### config.mk
export PLATFORM = sky130hd
export DESIGN_NAME = zone_light_arbiter
export DESIGN_NICKNAME = d
export VERILOG_FILES = /design/src/rtl/zone_light_arbiter.sv
export SDC_FILE = /design/constraint.sdc
export NUM_CORES = 1
export LEC_CHECK = 0
export BUFFER_PORTS_ARGS = -buffer_cell sky130_fd_sc_hd__buf_2
export CORE_MARGIN = 2
export CORE_UTILIZATION = 55
export DETAILED_ROUTE_END_ITERATION = 10
export MAX_ROUTING_LAYER = met4
export PLACE_DENSITY = 0.75
export SLEW_MARGIN = 0
export SYNTH_ARGS = -nofsm -noshare
export SYNTH_HDL_FRONTEND = slang
export SYNTH_SLANG_ARGS = --single-unit
### constraint.sdc
create_clock -name clk -period 4.2 [get_ports clk]
set_input_delay 0.42 -clock clk [delete_from_list [all_inputs] [get_ports clk]]
set_output_delay 0.42 -clock clk [all_outputs]
set_load 0.005 [all_outputs]
### src/rtl/zone_light_arbiter.sv
// zone_light_arbiter: round-robin lamp-slot arbiter for a multi-zone lighting
// controller, with per-zone hold-off timers and manual force-on override.
module zone_light_arbiter #(
    parameter int NZONES      = 4,
    parameter int MAX_ON      = 2,
    parameter int HOLD_CYCLES = 8
) (
    input  logic                        clk,
    input  logic                        rst,
    input  logic                        enable,
    input  logic [NZONES-1:0]           infravermelho,
    input  logic [NZONES-1:0]           force_on,
    output logic [NZONES-1:0]           lamp_on,
    output logic [NZONES-1:0]           pending,
    output logic [$clog2(NZONES+1)-1:0] active_count,
    output logic                        budget_full
);
    localparam int CW = $clog2(NZONES + 1);
    localparam int TW = $clog2(HOLD_CYCLES + 1);
    localparam int PW = $clog2(NZONES);
    localparam logic [TW-1:0] HOLD = TW'(HOLD_CYCLES);
    localparam logic [CW-1:0] MAXC = CW'(MAX_ON);

    typedef enum logic [1:0] {OFF, WAIT, ON_AUTO, ON_FORCED} zstate_t;

    zstate_t       r_st  [NZONES];
    logic [TW-1:0] r_tmr [NZONES];
    logic [PW-1:0] r_ptr;

    zstate_t       w_st_nx  [NZONES];
    logic [TW-1:0] w_tmr_nx [NZONES];
    logic [NZONES-1:0] w_req;
    logic [NZONES-1:0] w_grant;
    logic [NZONES-1:0] w_lamp_nx;
    logic [NZONES-1:0] w_pend_nx;
    logic [PW-1:0]     w_ptr_nx;
    logic [CW-1:0]     w_cnt_nx;

    // Forced zones never compete for a slot; force takes them directly.
    always_comb begin
        w_req = '0;
        for (int i = 0; i < NZONES; i++) begin
            w_req[i] = ~force_on[i] &
                       ((r_st[i] == WAIT) | (infravermelho[i] & (r_st[i] == OFF)));
        end
    end

    always_comb begin
        logic [PW-1:0] idx;
        logic          found;
        w_grant  = '0;
        w_ptr_nx = r_ptr;
        found    = 1'b0;
        idx      = '0;
        if (enable && (active_count < MAXC)) begin
            for (int k = 0; k < NZONES; k++) begin
                idx = PW'((int'(r_ptr) + k) % NZONES);
                if (!found && w_req[idx]) begin
                    found        = 1'b1;
                    w_grant[idx] = 1'b1;
                    w_ptr_nx     = PW'((int'(idx) + 1) % NZONES);
                end
            end
        end
    end

    always_comb begin
        w_lamp_nx = '0;
        w_pend_nx = '0;
        w_cnt_nx  = '0;
        for (int i = 0; i < NZONES; i++) begin
            w_st_nx[i]  = r_st[i];
            w_tmr_nx[i] = r_tmr[i];
            if (force_on[i]) begin
                w_st_nx[i]  = ON_FORCED;
                w_tmr_nx[i] = '0;
            end else if (!enable) begin
                w_st_nx[i]  = OFF;
                w_tmr_nx[i] = '0;
            end else begin
                case (r_st[i])
                    OFF, WAIT: begin
                        if (w_grant[i]) begin
                            w_st_nx[i]  = ON_AUTO;
                            w_tmr_nx[i] = HOLD;
                        end else if (infravermelho[i]) begin
                            w_st_nx[i] = WAIT;
                        end
                    end
                    ON_AUTO: begin
                        if (infravermelho[i]) begin
                            w_tmr_nx[i] = HOLD;
                        end else if (r_tmr[i] < TW'(2)) begin
                            w_st_nx[i]  = OFF;
                            w_tmr_nx[i] = '0;
                        end else begin
                            w_tmr_nx[i] = r_tmr[i] - TW'(1);
                        end
                    end
                    default: begin
                        w_st_nx[i]  = ON_AUTO;
                        w_tmr_nx[i] = HOLD;
                    end
                endcase
            end
            w_lamp_nx[i] = (w_st_nx[i] == ON_AUTO) || (w_st_nx[i] == ON_FORCED);
            w_pend_nx[i] = (w_st_nx[i] == WAIT);
            w_cnt_nx     = w_cnt_nx + CW'(w_lamp_nx[i]);
        end
    end

    // Status outputs are registered from the next state so they match lamp_on.
    always_ff @(posedge clk or negedge rst) begin
        if (!rst) begin
            for (int i = 0; i < NZONES; i++) begin
                r_st[i]  <= OFF;
                r_tmr[i] <= '0;
            end
            r_ptr        <= '0;
            lamp_on      <= '0;
            pending      <= '0;
            active_count <= '0;
            budget_full  <= 1'b0;
        end else begin
            for (int i = 0; i < NZONES; i++) begin
                r_st[i]  <= w_st_nx[i];
                r_tmr[i] <= w_tmr_nx[i];
            end
            r_ptr        <= w_ptr_nx;
            lamp_on      <= w_lamp_nx;
            pending      <= w_pend_nx;
            active_count <= w_cnt_nx;
            budget_full  <= (w_cnt_nx >= MAXC) && (|w_pend_nx);
        end
    end

endmodule
==> flow_summary.toml <==
[drt]
via_per_inst = 5.909
drtAntennaViolNets = 0
finalWirelength_microns = 4800
drc = 0
dr.first_iter.drc_count = 115
drt-pass1-iter-count = 4
route.vias.total = 1891
wl_per_cell_microns = 15.00

[timing]
worstMarginPinSlew_ps = 832.6
fmax_ghz = 0.2702
fin_skew_ps = 5.618
rsz0062_at_grt = "no"
hold_viol = 0
relSlewSlack = 0.4450
setup_viol = 0
period_needed_ps = 3701
tns_ps = 0
timing.final.crit_share = 0.8811
maxSlewViolCount = 0

[worst_setup_path]
path_class = "flip-flop to flip-flop"
cp_slowest_stage_delay_ps = 590
cp_max_fo = 11
startpoint_type = "flip-flop"
cp_data_required_time_ps = 4410
critPathMostFrequentCell = "ha_1"
crit_slowest_cell = "dfrtp_1"
worstPathCellList = "inv_2, ha_1, nor2_1, nand4_1, nand3_1, a31oi_1, nand2_1, a31oi_1, fa_1, inv_1, ha_1, inv_1, ha_1, a41oi_2"
endpoint_kind = "flip-flop"
cp.arrival_ps = 3910

[logic_synthesis]
synth_most_common_cell = "dfrtp_1"
yosys-top-cells-count = "38 x dfrtp_1, 25 x nor2_1, 22 x inv_1"
syn_avg_cell_area_sq_um = 9.443
ys_seq_elements = 38
synth-seq-area-share = 0.4144
synth_area_leaders = "dfrtp_1 41%, ha_1 8.2%, a31o_2 4.6%"
yosys_warnings = 0
netlist_area_sq_um = 2295
syn_nets = 270
syn-instance-count = 243
ys.flop_type = "dfrtp_1"
synth_top_cell_by_area = "dfrtp_1"
synth_top_area_share = 0.4144
synth.distinct_cells = 47
synth_edf_count = 0
synthArstFlopShare = 1.000

[die]
io_pins = 23
core_sq_um = 4000
fp-row-count = 23
fp.dieH_microns = 68.59
die-area_sq_um = 4705
die_x_microns = 68.59
initial_utilization = 0.5737

[placed_design]
dpl.hpwl_microns = 3569
numPortBuffers = 22
place.gp.congestion = 0.9830

[global_routing]
grt_overflow = 0
grt_use_total = 0.2496
grt_pass1_vias = 1802
grt_pass1_wl_microns = 8397
grt_antenna_before_repair = 0
grt_max_degree = 39

[cts]
clock_latency_ps = 290
cts_resized = 0
cts_setup_buffers = 0
path_clk_slew_ps = 70
cts_tree = "yes"
cts_root_buffer = "clkbuf_8"
ctsHoldBuffers = 0
htree_levels = 2
cts_buffer_depth = 2
clkSinkCount = 38
cts_buffers = 5

[final_layout]
post-route-util = 0.6368
drive_above_1_share = 0.2148
final_nets = 297
diodes = 0
area_delta_synth_final_pct = 11.01

[power_and_ir_drop]
p_per_area_nw_per_um2 = 421.6
irDropWorstVdd_mv = 0.2797
swShare = 0.3663
comb_power_share = 0.356
clockPowerShare = 0.218
p_seq_frac = 0.426
p_sw_w = 0.0003934
total_power_w = 0.001074
power_leakage_nw = 1.195
intPower_w = 0.0006805

[hold_path]
min_path_type = "input port to async pin"

[status]
outcome = "finished, final reports clean"

[job]
maxCapViolations = 0
[worst paths after layout]
check / cells after the start / end / slack (ps) / from
setup reg to reg: 14 / budget_full$_DFF_PN0_ / 500 / r_ptr[0]$_DFFE_PN0P_
min in group clk: 2 / r_st[3]$_DFF_PN0_ / 410 / force_on[2]
max in group asynchronous: 1 / r_st[2]$_DFF_PN0_ / 3450 / rst
setup / recovery: 14 / budget_full$_DFF_PN0_ / 500 / r_ptr[0]$_DFFE_PN0P_
hold reg to reg: 1 / r_tmr[8]$_DFFE_PN0P_ / 520 / r_tmr[8]$_DFFE_PN0P_
hold / removal: 1 / r_tmr[2]$_DFFE_PN0P_ / 230 / rst
[critical path, delay by kind of cell (launching register included)]
kind | cells | cell delay [ps]
fa+ha+maj | 4 | 1230
compound gates | 3 | 900
simple gates | 4 | 620
flops | 1 | 590
buf+inv | 3 | 280
[layout make-up]
class	instances	area (sq um)
Multi-Input combinational cell	177	1236
Tap cell	50	62.56
Clock buffer	5	68.82
Fill cell	349	1453
Sequential cell	38	950.9
Inverter	23	86.33
Clock inverter	2	10.01
Timing Repair Buffer	25	132.6
[cells in the final DEF (no fill, tap or decap), types with 5 or more instances in the layout]
cell type and instances:
nand4_1 6, inv_1 22, nand3_1 8, ha_1 15, clkbuf_8 5, dfrtp_1 38, a21oi_1 10, a31oi_1 6
nor2_1 25, nor3_1 10, a31o_2 12, nand2_1 16, buf_2 22, o21ai_0 15, or2_2 5
[power by group through the flow]
stage	registers [W]	logic, W	clock network (W)
floorplan	0.000448	0.000287	0
global placement	0.000464	0.000370	0
detailed placement	0.000465	0.000376	0
CTS	0.000458	0.000379	0.000240
global route	0.000468	0.000431	0.000256
finish	0.000458	0.000382	0.000234
[registers in the layout, summed over array words and instances, names as in the netlist]
| signal | count |
|---|---|
| pending | 4 |
| lamp_on | 4 |
| r_ptr | 2 |
| r_tmr | 16 |
| r_st | 8 |
| budget_full | 1 |
| active_count | 3 |
[metrics by stage]
step,worst slack [ps],instance area (sq um),cells,hold WS (ps)
floorplan,1033,2295,243,124.4
global placement,620.7,2469,313,510.8
detailed placement,521.6,2469,313,511.7
CTS,477.0,2547,320,258.2
global route,98.71,2547,320,312.9
finish,499.4,2547,320,227.7
[cells by family after synthesis]
group / synth area share
AND/OR/NAND/NOR: 0.1859
multiplexers: 0.03926
adder cells (fa/ha/maj): 0.09051
flip-flops: 0.4144
XOR/XNOR: 0.007635
AO/OA/AOI/OAI: 0.2154
buffers and inverters: 0.04689
[layer usage]
metal	wire, microns	part of all wire	vias to the layer above	global-route usage
met3	232	0.048	5	0.05844
met5	0	0	-	-
met1	2246	0.47	895	0.3323
met4	55	0.011	0	0.08000
li1	-	-	941	-
met2	2265	0.47	50	0.3786
Note: power is estimated with default switching activity, not from simulation.
